### config.mk
export PLATFORM = sky130hd
export DESIGN_NAME = alu_ctrl_pipe
export DESIGN_NICKNAME = d
export VERILOG_FILES = /design/src/rtl/alu_ctrl_pipe.sv
export SDC_FILE = /design/constraint.sdc
export NUM_CORES = 1
export LEC_CHECK = 0
export CAP_MARGIN = 25
export CORE_MARGIN = 3
export CORE_UTILIZATION = 46
export CTS_BUF_LIST = sky130_fd_sc_hd__clkbuf_8
export DETAILED_ROUTE_END_ITERATION = 8
export GPL_ROUTABILITY_DRIVEN = 0
export HOLD_SLACK_MARGIN = 0.12
export PLACE_DENSITY_LB_ADDON = 0.25
export SLEW_MARGIN = 10
export SYNTH_ARGS = -nofsm -noshare
export SYNTH_HDL_FRONTEND = slang
export SYNTH_SLANG_ARGS = --single-unit
### constraint.sdc
create_clock -name clk -period 1.9 [get_ports clk]
set_input_delay 0.38 -clock clk [delete_from_list [all_inputs] [get_ports clk]]
set_output_delay 0.38 -clock clk [all_outputs]
set_load 0.02 [all_outputs]
### src/rtl/alu_ctrl_pipe.sv
// ALU control pipeline stage.
// Decodes aluop/funct in ID and registers the result into EX. The EX register
// supports hold (stall_in), flush and hazard bubbles. A small MULT/DIV
// sequencer tracks the busy time of the multi-cycle unit. Its activity drives
// an ID-stage HI/LO hazard stall.
//
// Handshake / pipeline semantics (one place for all of it):
//   - The ID stage presents an instruction when id_valid=1. The instruction is
//     consumed on a rising edge only when stall_in=0, flush=0 and stall_out=0.
//   - stall_out=1 means ID must hold its instruction. The EX register loads a
//     bubble in that cycle (unless stall_in holds EX).
//   - stall_in=1 freezes every EX field. md_start is never re-issued for an
//     op that is being held.
//   - md_start pulses for exactly one cycle when a valid MULT/DIV enters EX.
//     md_busy then stays high for N cycles, and md_done marks the last of them.
module alu_ctrl_pipe #(
   parameter int CTRL_W     = 5,
   parameter int MUL_CYCLES = 4,
   parameter int DIV_CYCLES = 32
) (
   input  logic              clk,
   input  logic              resetn,
   input  logic              id_valid,
   input  logic [2:0]        id_aluop,
   input  logic [5:0]        id_funct,
   input  logic              stall_in,
   input  logic              flush,
   output logic              stall_out,
   output logic              ex_valid,
   output logic [CTRL_W-1:0] ex_alucontrol,
   output logic              ex_shamt_sel,
   output logic              ex_illegal,
   output logic              md_start,
   output logic              md_busy,
   output logic              md_done
);

   // ALU operation codes (5-bit native encoding, zero-extended on output)
   localparam logic [4:0] C_AND   = 5'b00000;
   localparam logic [4:0] C_OR    = 5'b00001;
   localparam logic [4:0] C_ADD   = 5'b00010;
   localparam logic [4:0] C_XOR   = 5'b00011;
   localparam logic [4:0] C_NOR   = 5'b00100;
   localparam logic [4:0] C_SUB   = 5'b00110;
   localparam logic [4:0] C_SLT   = 5'b00111;
   localparam logic [4:0] C_SLL   = 5'b01000;
   localparam logic [4:0] C_SRL   = 5'b01001;
   localparam logic [4:0] C_SRA   = 5'b01010;
   localparam logic [4:0] C_SLTU  = 5'b01011;
   localparam logic [4:0] C_LUI   = 5'b01100;
   localparam logic [4:0] C_MULT  = 5'b10000;
   localparam logic [4:0] C_MULTU = 5'b10001;
   localparam logic [4:0] C_DIV   = 5'b10010;
   localparam logic [4:0] C_DIVU  = 5'b10011;
   localparam logic [4:0] C_MFHI  = 5'b10100;
   localparam logic [4:0] C_MFLO  = 5'b10101;
   localparam logic [4:0] C_MTHI  = 5'b10110;
   localparam logic [4:0] C_MTLO  = 5'b10111;
   localparam logic [4:0] C_NOP   = 5'b11111;

   // Sequencer states
   localparam logic [0:0] ST_IDLE = 1'b0;
   localparam logic [0:0] ST_BUSY = 1'b1;

   // The counter only has to hold N-1 for the longer of the two operations
   localparam int MAX_N = (DIV_CYCLES > MUL_CYCLES) ? DIV_CYCLES : MUL_CYCLES;
   localparam int CNT_W = (MAX_N > 1) ? $clog2(MAX_N) : 1;

   // ID-stage decode results
   logic [4:0]       dec_code;
   logic             dec_shamt_sel;
   logic             dec_illegal;
   logic             dec_md;
   logic             dec_hilo;

   // EX-stage registers
   logic [4:0]       ex_code;
   logic             md_start_q;

   // Sequencer registers
   logic [0:0]       md_state;
   logic [CNT_W-1:0] md_cnt;

   // Decode aluop, and funct for R-type, into an ALU code plus side flags
   always_comb begin
      dec_code      = C_NOP;
      dec_shamt_sel = 1'b0;
      dec_illegal   = 1'b0;
      case (id_aluop)
         3'b000: dec_code = C_ADD;
         3'b001: dec_code = C_SUB;
         3'b010: begin
            case (id_funct)
               6'b100000,
               6'b100001: dec_code = C_ADD;
               6'b100010,
               6'b100011: dec_code = C_SUB;
               6'b100100: dec_code = C_AND;
               6'b100101: dec_code = C_OR;
               6'b100110: dec_code = C_XOR;
               6'b100111: dec_code = C_NOR;
               6'b101010: dec_code = C_SLT;
               6'b101011: dec_code = C_SLTU;
               6'b000000: begin
                  dec_code      = C_SLL;
                  dec_shamt_sel = 1'b1;
               end
               6'b000010: begin
                  dec_code      = C_SRL;
                  dec_shamt_sel = 1'b1;
               end
               6'b000011: begin
                  dec_code      = C_SRA;
                  dec_shamt_sel = 1'b1;
               end
               6'b000100: dec_code = C_SLL;
               6'b000110: dec_code = C_SRL;
               6'b000111: dec_code = C_SRA;
               6'b011000: dec_code = C_MULT;
               6'b011001: dec_code = C_MULTU;
               6'b011010: dec_code = C_DIV;
               6'b011011: dec_code = C_DIVU;
               6'b010000: dec_code = C_MFHI;
               6'b010010: dec_code = C_MFLO;
               6'b010001: dec_code = C_MTHI;
               6'b010011: dec_code = C_MTLO;
               default: begin
                  dec_code    = C_NOP;
                  dec_illegal = 1'b1;
               end
            endcase
         end
         3'b011: dec_code = C_OR;
         3'b100: dec_code = C_AND;
         3'b101: dec_code = C_XOR;
         3'b110: dec_code = C_SLT;
         3'b111: dec_code = C_LUI;
         default: dec_code = C_NOP;
      endcase
   end

   // MULT/MULTU/DIV/DIVU occupy 100xx; every HI/LO user occupies 10xxx
   assign dec_md   = (dec_code[4:2] == 3'b100);
   assign dec_hilo = (dec_code[4:3] == 2'b10);

   // Sequencer status, visible to the outside and to the hazard logic
   assign md_busy = (md_state == ST_BUSY);
   assign md_done = md_busy && (md_cnt == '0);

   // HI/LO hazard: a HI/LO user in ID waits while the unit is issued or busy
   assign stall_out = id_valid && dec_hilo && (md_start_q || md_busy);

   // EX register: reset > hold > flush/hazard bubble > load from ID
   always_ff @(posedge clk) begin
      if (!resetn) begin
         ex_valid     <= 1'b0;
         ex_code      <= C_NOP;
         ex_shamt_sel <= 1'b0;
         ex_illegal   <= 1'b0;
         md_start_q   <= 1'b0;
      end else if (stall_in) begin
         // contents held; an op already issued must not be issued again
         md_start_q   <= 1'b0;
      end else if (flush || stall_out) begin
         ex_valid     <= 1'b0;
         ex_code      <= C_NOP;
         ex_shamt_sel <= 1'b0;
         ex_illegal   <= 1'b0;
         md_start_q   <= 1'b0;
      end else begin
         ex_valid     <= id_valid;
         ex_code      <= dec_code;
         ex_shamt_sel <= dec_shamt_sel;
         ex_illegal   <= dec_illegal;
         md_start_q   <= id_valid && dec_md;
      end
   end

   // MULT/DIV sequencer: counts N busy cycles after each issue, ignoring stalls and flushes
   always_ff @(posedge clk) begin
      if (!resetn) begin
         md_state <= ST_IDLE;
         md_cnt   <= '0;
      end else begin
         case (md_state)
            ST_IDLE: begin
               if (md_start_q) begin
                  md_state <= ST_BUSY;
                  // the issued op is still in EX; bit 1 separates DIV* from MULT*
                  if (ex_code[1])
                     md_cnt <= CNT_W'(DIV_CYCLES - 1);
                  else
                     md_cnt <= CNT_W'(MUL_CYCLES - 1);
               end
            end
            ST_BUSY: begin
               if (md_cnt == '0)
                  md_state <= ST_IDLE;
               else
                  md_cnt <= md_cnt - 1'b1;
            end
            default: begin
               md_state <= ST_IDLE;
               md_cnt   <= '0;
            end
         endcase
      end
   end

   assign md_start      = md_start_q;
   assign ex_alucontrol = CTRL_W'(ex_code);

endmodule

## After elaboration in Yosys (flattened, before gate mapping)

Index checks and enable logic that the tools add are counted.

| storage, ports and cells | value |
|---|---|
| flip-flop bits (word level) | 15 |
| input bits | 14 |

| operators by class | value |
|---|---|
| add/subtract/negate cells | 1 |
| equal/unequal tests | 34 |
| muxes and demuxes | 17 |
| bitwise operators | 2 |
| reductions and logical operators | 18 |

Operators with widths:

| kind | number |
|---|---|
| $pmux W5 S19 | 1 |
| $eq A6 B6 Y1 const B | 10 |
| $eq A6 B5 Y1 const B | 8 |
| $pmux W5 S8 | 1 |
| $reduce_or A24 Y1 | 1 |
| $mux W5 | 4 |
| $eq A6 B3 Y1 const B | 3 |
| $eq A3 B3 Y1 const B | 5 |
| $eq A6 B2 Y1 const B | 2 |
| $pmux W5 S2 | 1 |
| $reduce_or A2 Y1 | 5 |
| $mux W1 | 9 |
| $eq A3 B2 Y1 const B | 2 |
| $logic_not A6 Y1 | 1 |
| $reduce_or A3 Y1 | 2 |
| $logic_not A5 Y1 | 1 |
| $sub A5 B1 Y5 const B | 1 |
| $logic_and A1 B1 Y1 | 4 |
| $ne A2 B2 Y1 const B | 2 |
| $eq A3 B1 Y1 const B | 1 |
| $logic_not A3 Y1 | 1 |
| $eq A2 B2 Y1 const B | 1 |
| $logic_or A1 B1 Y1 | 2 |
| $not A1 Y1 | 2 |
| 2 further kinds | 2 |

## Depth between registers and ports, before layout

| depth | value |
|---|---|
| word-level depth | 9 |
| gate-level depth with buffers | 7 |

## Worst setup path before layout

No wires, ideal clock.

| timing | value |
|---|---|
| path kind | input port to flip-flop |
| start | input port id_funct[1] |
| end | register ex_code[2], in the netlist ex_alucontrol[2] |
| data arrival time | 1.729 ns |
| data required time | 1.775 ns |
| path slack | 0.046 ns |
| stages on the path | 7 |
| cells stage by stage | buf_2 -> nand3b_4 -> nor3_2 -> o311a_1 -> and3b_1 -> buf_6 -> o41a_1 |

| on the way | value |
|---|---|
| longest elaborated chain between the ends | 9 |
| elaborated cells on any way between the ends | 36 |
| those cells by class | eq/ne: 24; mux: 3; reduce/logical: 9 |

RTL lines:

| what | RTL line | source |
|---|---|---|
| start: declaration | 25 | `input logic [5:0] id_funct,` |
| $eq A6 B3 Y1, or another cell as far along | 93 | `case (id_funct)` |
| $reduce_or A2 Y1, on equally long branches | n/a |  |
| $pmux W5 S19 * | 93 |  |
| $pmux W5 S8 * | 89 | `case (id_aluop)` |
| $eq A2 B2 Y1 * | 144 | `assign dec_hilo = (dec_code[4:3] == 2'b10);` |
| $logic_and A1 B1 Y1 * (2 in series) | 151 | `assign stall_out = id_valid && dec_hilo && (md_start_q \|\| md_busy);` |
| named net stall_out | 28 | `output logic stall_out,` |
| $logic_or A1 B1 Y1 * | 164 | `end else if (flush \|\| stall_out) begin` |
| $mux W5 * | 164 |  |
| end signal: assignment | 172 | `ex_code <= dec_code;` |
| end: declaration | 77 | `logic [4:0] ex_code;` |

The timed path passes the listed nets; every way through them passes the cells marked *.
A chain may end at the register's enable or synchronous reset.

## Worst setup path after layout

| timing | value |
|---|---|
| start | input port id_funct[4] |
| end | output port stall_out |

| on the way | value |
|---|---|
| longest elaborated chain between the ends | 7 |
| elaborated cells on any way between the ends | 34 |
| those cells by class | eq/ne: 24; mux: 2; reduce/logical: 8 |

RTL lines:

| what | RTL line |
|---|---|
| $eq A6 B3 Y1, or another cell as far along | 93 |
| $reduce_or A2 Y1, on equally long branches | n/a |
| $pmux W5 S19 * | 93 |
| $pmux W5 S8 * | 89 |
| $eq A2 B2 Y1 * | 144 |
| $logic_and A1 B1 Y1 * (2 in series) | 151 |
| end: declaration | 28 |

Every way passes the cells marked *; elsewhere a longest branch is shown, timed or not.

==> results.cfg <==
[detailed_routing]
ant_nets = 0
drc = 0
vias_per_cell = 5.99
wl_mm = 3.77
dr_total_vias = 1312
drtIter0Drc = 49
drtPass1Iterations = 4
wl_per_cell_um = 17.2

[min_path]
min-delay-start = ex_alucontrol[0]
hp-class = flop to flop

[floorplanning]
coreArea_um2 = 2080
rows = 16
die_h_um = 54.2
io_pins = 26
design.die.area_um2 = 2940
die_x_um = 54.2
initial_core_util = 0.514

[setup_path]
startpoint = id_funct[4]
cp_num_buf_inv = 2
r2r-start = md_cnt[0]
critPathLaunchType = input port
crit_slowest_cell = o311a_1
cp_top_family = simple AND/OR/NAND/NOR gates
worstSetupPathType = input port to primary output
critPathArrivalTime_ns = 1.53
required_ns = 1.52
critPathMaxFanout = 7
cp_cell_sequence = buf_2 -> or2b_1 -> nor2_2 -> o311a_1 -> and3b_2 -> buf_6
critical-path-max-stage-delay_ns = 0.37
cp-end-kind = primary output

[logic_synthesis]
synth_largest_area_cell = dfxtp_1
synth_top_family_by_area = simple AND/OR/NAND/NOR gates
synth_nets = 152
synthCells = 136
synth_cell_types = 42
yosysTopAreaCellShare = 0.281
postSynth.asyncResetShare = 0
synth-simple-area-share = 0.368
synthAdderAreaFrac = 0.0234
synth.avg_cell_area_um2 = 7.87
synth_ff_type = dfxtp_1
ys_seq_area_frac = 0.281
synth-xor-area-share = 0.0164
muxShareOfSynthArea = 0.00936
synth-seq-cells = 15
ys_top_cells_by_count = dfxtp_1 (15), nor2_1 (14), a21oi_1 (10)
synth-edff-count = 0
ys_top_cells_by_area = dfxtp_1 (28%), nor2_1 (4.9%), a21oi_1 (4.7%)
synth_compound_area_frac = 0.237
yosys_warnings = 0
syn_area_um2 = 1070
synthMostInstantiatedCell = dfxtp_1

[status]
violations = negative setup slack
outcome = finished, violations left

[layout]
nets = 209
drive_above_1_share = 0.328
final_core_util = 0.796
area_delta_synth_final_pct = 55.0
final_cells = 219
diodes = 0

[power]
sw_frac_of_total = 0.285
power_density_nw_per_um2 = 481
p_int_mw = 0.571
pwr-share-comb = 0.258
p_clk_frac = 0.334
ir_worst_vdd_mv = 0.607
p_switching_mw = 0.227
p_leak_nw = 0.685
seqPwrFrac = 0.408

[grt]
grt_pass1_vias = 1289
gr-total-overflow = 0
grt_max_degree = 13
antenna_found_initial = 0
grt_pass1_wl_mm = 5.69
track_usage = 0.273

[timing]
worstMarginPinSlew_ns = 0.394
final.min_clock_period_ns = 1.91
min_period_over_period = 1.00
setup_viol = 1
fmax_mhz = 525
skew_ns = 0.00179
drv_slew = 0
slew_headroom = 0.735
layout_setup_ws_ns = -0.00643
hold_viol = 0

[placed_design]
pre_cts_ws_ns = -0.901
post-place-cells = 213
place_hpwl_mm = 2.59
io_buffers = 25

[run]
max-cap-violations = 0

[clock_tree]
htree_levels = 1
cts.sinks = 15
clkTransAtPathRegs_ns = 0.06
cts_root_buf = clkbuf_8
cts_tree = built
cts_buffers = 3
clockBufferDepth = 2
clk_latency_ns = 0.25
[layout make-up]
class | instances | area, um^2
Fill cell | 158 | 424
Inverter | 3 | 11.3
Tap cell | 27 | 33.8
Timing Repair Buffer | 62 | 505
Clock inverter | 1 | 5.00
Multi-Input combinational cell | 108 | 761
Sequential cell | 15 | 300
Clock buffer | 3 | 41.3
[cells by family (layout without fill, tap and decap cells)]
group | count (synthesis) | in the layout
muxes | 1 | 1
DFF | 15 | 15
buffers and inverters | 13 | 69
xor gates and xnor gates | 2 | 2
AOI/OAI and AO/OA | 36 | 36
and+or+nand+nor | 67 | 67
adders and majority gates | 2 | 2
[timing repair]
| action | 4_1_cts | 5_1_grt |
|---|---|---|
| resized for setup | 30 | 19 |
| hold buffers | 0 | 0 |
| endpoints found under the setup margin | 8 | 9 |
| setup buffers | 1 | 1 |
| pin swaps | 4 | 1 |
[power groups by stage]
stage / Sequential [mW] / Combinational, mW / Clock, mW
floorplan: 0.340 / 0.0828 / 0
global placement: 0.332 / 0.186 / 0
detailed placement: 0.332 / 0.192 / 0
CTS: 0.326 / 0.193 / 0.264
global route: 0.326 / 0.223 / 0.276
finish: 0.326 / 0.206 / 0.266
[cells in the final DEF, fill, tap and decap left out, types with 3 or more instances in the layout]
cell,netlist,final
buf_4,0,36
dfxtp_1,15,15
clkdlybuf4s50_1,0,14
nor2_1,14,11
a21oi_1,10,9
nand2b_1,8,8
nand2_1,9,8
nand3_1,5,5
nor2b_1,5,5
nor3_1,5,5
o21ai_0,6,5
nand3b_1,4,4
dlygate4sd2_1,0,4
inv_1,3,3
nor2_2,0,3
clkbuf_8,0,3
buf_2,4,3
[layer usage]
metal,GRT usage,part of all wire
met5,0,0
met4,0.108,0.033
met3,0.0681,0.067
met2,0.490,0.50
met1,0.305,0.40
[sequential cells by signal (all words and copies together), names as in the netlist]
name	flops
ex_alucontrol	5
ex_valid	1
ex_illegal	1
ex_shamt_sel	1
md_busy	1
md_cnt	5
md_start	1
[worst paths after layout]
check	end	slack (ns)	cells after the start
min	ex_alucontrol[0]	0.49	1
max reg2reg	md_cnt[1]	0.13	7
min reg2reg	ex_alucontrol[0]	0.49	1
max	stall_out	-0.006	6
[stage by stage]
step	setup TNS, ns	hold WS (ns)	area, um^2	power [mW]
after floorplan	0	0.475	1070	0.422
after global placement	-3.51	0.456	1560	0.518
after detailed placement	-4.06	0.486	1560	0.525
after CTS	-0.0407	0.501	1630	0.782
after global routing	-0.0251	0.521	1660	0.825
final	-0.00643	0.490	1660	0.798
Power figures use the tool's default switching activity.
